File: src/rtl/bcd_ripple_counter_pkg.sv
// Shared constants and digit type for the single-decade BCD counter.
package bcd_ripple_counter_pkg;

  typedef logic [3:0] bcd_digit_t;

  localparam bcd_digit_t BCD_MAX  = 4'd9;
  localparam bcd_digit_t BCD_ZERO = 4'd0;

  // Anything above nine cannot occur in normal counting and must be flushed.
  function automatic logic bcd_is_illegal(input bcd_digit_t d);
    return (d > BCD_MAX);
  endfunction

endpackage

File: src/rtl/bcd_tff_stage.sv
// One counter bit: a flip-flop that toggles when enabled, with synchronous reset and clear.
module bcd_tff_stage (
  input  logic clk_i,
  input  logic rst_i,
  input  logic tgl_i,
  input  logic clr_i,
  output logic q_o
);

  logic q_q;
  logic q_d;

  // Reset outranks clear, and clear outranks toggle.
  always_comb begin
    q_d = q_q;
    if (rst_i) begin
      q_d = 1'b0;
    end else if (clr_i) begin
      q_d = 1'b0;
    end else if (tgl_i) begin
      q_d = ~q_q;
    end else begin
      q_d = q_q;
    end
  end

  always_ff @(posedge clk_i) begin
    q_q <= q_d;
  end

  assign q_o = q_q;

endmodule

File: src/rtl/bcd_ripple_counter.sv
// Single-decade BCD counter built from four toggle stages on a common clock.
module bcd_ripple_counter
  import bcd_ripple_counter_pkg::*;
(
  input  logic       clk,
  input  logic       rst,
  output logic [3:0] count
);

  bcd_digit_t cur_s;
  logic [3:0] tgl_s;
  logic       clr_s;

  // Toggle enables ripple up through the lower bits; nine or an illegal code loads zero.
  always_comb begin
    tgl_s[0] = 1'b1;
    tgl_s[1] = cur_s[0];
    tgl_s[2] = &cur_s[1:0];
    tgl_s[3] = &cur_s[2:0];
    clr_s    = (cur_s == BCD_MAX) || bcd_is_illegal(cur_s);
  end

  bcd_tff_stage u_bit0 (.clk_i(clk), .rst_i(rst), .tgl_i(tgl_s[0]), .clr_i(clr_s), .q_o(cur_s[0]));
  bcd_tff_stage u_bit1 (.clk_i(clk), .rst_i(rst), .tgl_i(tgl_s[1]), .clr_i(clr_s), .q_o(cur_s[1]));
  bcd_tff_stage u_bit2 (.clk_i(clk), .rst_i(rst), .tgl_i(tgl_s[2]), .clr_i(clr_s), .q_o(cur_s[2]));
  bcd_tff_stage u_bit3 (.clk_i(clk), .rst_i(rst), .tgl_i(tgl_s[3]), .clr_i(clr_s), .q_o(cur_s[3]));

  assign count = cur_s;

endmodule

File: config.mk
export PLATFORM = sky130hd
export DESIGN_NAME = bcd_ripple_counter
export DESIGN_NICKNAME = d
export VERILOG_FILES = /design/src/rtl/bcd_ripple_counter_pkg.sv /design/src/rtl/bcd_tff_stage.sv /design/src/rtl/bcd_ripple_counter.sv
export SDC_FILE = /design/constraint.sdc
export NUM_CORES = 1
export LEC_CHECK = 0
export ABC_AREA = 1
export CORE_AREA = 2 2 39 41
export CTS_CLUSTER_DIAMETER = 120
export DETAILED_ROUTE_END_ITERATION = 16
export DIE_AREA = 0 0 41 43
export GPL_ROUTABILITY_DRIVEN = 1
export PLACE_DENSITY_LB_ADDON = 0.08
export SYNTH_ARGS = -nofsm -noshare
export SYNTH_HDL_FRONTEND = slang
export SYNTH_SLANG_ARGS = --single-unit
File: constraint.sdc
create_clock -name clk -period 1.2 [get_ports clk]
set_input_delay 0.3 -clock clk [delete_from_list [all_inputs] [get_ports clk]]
set_output_delay 0.3 -clock clk [all_outputs]
set_load 0.005 [all_outputs]
==> results <==
path summary, 6_finish.rpt:
path	to	slack [ns]	startpoint	cells past startpoint
hold reg to reg	u_bit0.q_o$_SDFF_PP0_	0.54	u_bit0.q_o$_SDFF_PP0_	2
setup reg to reg	u_bit1.q_o$_SDFFE_PP0P_	0.31	u_bit1.q_o$_SDFFE_PP0P_	6
setup / recovery	count[1]	0.11	u_bit1.q_o$_SDFFE_PP0P_	1
hold / removal	u_bit0.q_o$_SDFF_PP0_	0.54	u_bit0.q_o$_SDFF_PP0_	2
per-layer routing:
| metal | vias to the layer above | wire, um | global-route usage [%] |
|---|---|---|---|
| met1 | 70 | 136 | 4.15 |
| met4 | 0 | 0 | 8.00 |
| li1 | 95 | - | - |
| met2 | 2 | 169 | 6.56 |
| met3 | 0 | 17 | 3.14 |
| met5 | - | 0 | 0 |
cell type report:
type | instances | area [um^2]
inverters | 3 | 11.3
well taps | 16 | 20.0
clock buffers | 3 | 22.5
fillers | 164 | 1100
flip-flops and latches | 4 | 80.1
repair buffers | 9 | 75.1
multi-input cells | 16 | 78.8
kinds of logic (layout without fill, tap and decap cells):
| logic type | count (synthesis) | after routing | share of synthesized area [%] |
|---|---|---|---|
| simple gates | 15 | 15 | 35.0 |
| buf+inv | 7 | 15 | 20.6 |
| flops | 4 | 4 | 40.0 |
| xor+xnor | 1 | 1 | 4.38 |
power by group through the flow:
| stage | Combinational [mW] | Clock (mW) | Sequential [mW] |
|---|---|---|---|
| after floorplan | 0.0320 | 0 | 0.155 |
| after detailed placement | 0.0644 | 0 | 0.148 |
| after global placement | 0.0655 | 0 | 0.149 |
| final | 0.0578 | 0.164 | 0.146 |
| after global routing | 0.0647 | 0.177 | 0.147 |
| after CTS | 0.0591 | 0.174 | 0.146 |
flip-flops by register name (all words and copies together), names as in the netlist:
register and flops:
u_bit0.q_o 1, u_bit1.q_o 1, u_bit2.q_o 1, u_bit3.q_o 1
synthesized netlist by cell type:
library cell and count:
dfxtp_1 4, nand4_1 1, nand2_2 1, inv_1 3, xnor2_1 1, buf_4 4, nor2_1 4, nand3_2 1
nor2_2 1, nand2_1 7
stage by stage:
stage	hold slack, ns	area [um^2]	cells	setup slack [ns]
3_3_place_gp	0.547	270	48	0.0718
3_5_place_dp	0.548	270	48	0.0801
5_1_grt	0.567	288	51	0.0644
4_1_cts	0.549	288	51	0.0975
2_1_floorplan	0.482	200	27	0.346
6_report	0.544	288	51	0.111
tightest hold or removal path, stage by stage, from the launching register on:
cell and delay, ns:
dfxtp_1 0.31, buf_4 0.14, nor2_1 0.05
layout by cell type (no fill, tap or decap):
| cell type | synthesis | routed |
|---|---|---|
| buf_4 | 4 | 4 |
| clkbuf_4 | 0 | 3 |
| clkdlybuf4s50_1 | 0 | 1 |
| dfxtp_1 | 4 | 4 |
| dlygate4sd2_1 | 0 | 4 |
| inv_1 | 3 | 3 |
| nand2_1 | 7 | 7 |
| nand2_2 | 1 | 1 |
| nand3_2 | 1 | 1 |
| nand4_1 | 1 | 1 |
| nor2_1 | 4 | 4 |
| nor2_2 | 1 | 1 |
| xnor2_1 | 1 | 1 |
==> impl_metrics.toml <==
[worst_setup_path]
required_ns = 0.90
slowest_stage = "dfxtp_1"
path_max_fanout = 2
path_cells = "dlygate4sd2_1"
crit_type = "flop to primary output"
cp_num_buf_inv = 1
crit_path_end_kind = "primary output"
critPathMaxStageDelay_ns = 0.30
cp_data_arrival_time_ns = 0.79
cp_top_family = "flip-flops"
startpoint_type = "flop"

[power]
power_frac_clock_pct = 44.6
p_comb_share_pct = 15.7
p_int_uw = 285
leakagePower_nw = 0.143
p_sw_share_pct = 22.5
pwr-share-seq_pct = 39.7
power_density_mw_per_mm2 = 1280
finalPower_uw = 367
switchingPower_uw = 82.5
irDropWorstVdd_mv = 0.283

[floorplanning]
core_mm2 = 0.00138
die-area_mm2 = 0.00176
pin_count = 6
num_rows = 14
dieHeight_um = 43
initial_core_util_pct = 14.5
die_width_um = 41

[route]
vias_per_cell = 3.27
wl_um = 323
vias = 167
drtIter0Drc = 0
drtPass1Iterations = 1
drc = 0
wl_per_cell_um = 6.33
ant_nets = 0

[sta]
fin_skew_ns = 0.00242
maxSlewViolCount = 0
period_share_pct = 90.7
grt_setup_unrepaired = "false"
setup_viol = 0
timing.final.crit_period_ns = 1.09
timing.fmax_ghz = 0.918
hold_violations = 0
tightest_slew_ns = 0.114
fin_tns_setup_ns = 0
max-slew-margin-rel_pct = 92.4

[clock_network]
clockRootBuffer = "clkbuf_4"
cts_tree = "yes"
insertion_delay_ns = 0.23
clockBufferDepth = 2
cts-resized-gates = 4
clkSlewWorstSetupHoldPaths_ns = 0.04
h-tree-depth = 1
cts_buffers = 3
clkSinkCount = 4
ctsHoldBuffers = 0
cts_setup_buffers = 0

[logic_synthesis]
synth_area_leaders = "dfxtp_1 (40%), buf_4 (15%), nand2_1 (13%)"
synth_top_area_cell = "dfxtp_1"
yosysSeqAreaShare_pct = 40.0
syn_inst = 27
synth.ff_latch_count = 4
avgSynthCellArea_um2 = 7.41
synth_top_cell_area_share_pct = 40.0
synth_fp_nets = 29
synth_warnings = 0
ys_types = 10
syn_area_um2 = 200

[layout]
final_core_util_pct = 20.8
drive_gt1_share_pct = 28.6
antenna_cells = 0
nets = 39
area.growth.synth_to_final_pct = 43.8

[grt]
grt_pass1_vias = 155
antenna_found_initial = 0
grt_pass1_wl_um = 531
grt_max_degree = 7
grt-ovfl-total = 0
grt_usage_pct = 5.21

[job]
cap_violations = 0

[hold_path]
hp-class = "flop to flop"

[run_status]
outcome = "finished, final reports clean"

[placement]
hpwl_um = 272
gp_congestion = 0.676
io_buffers = 5
(Power assumes the default switching activity.)
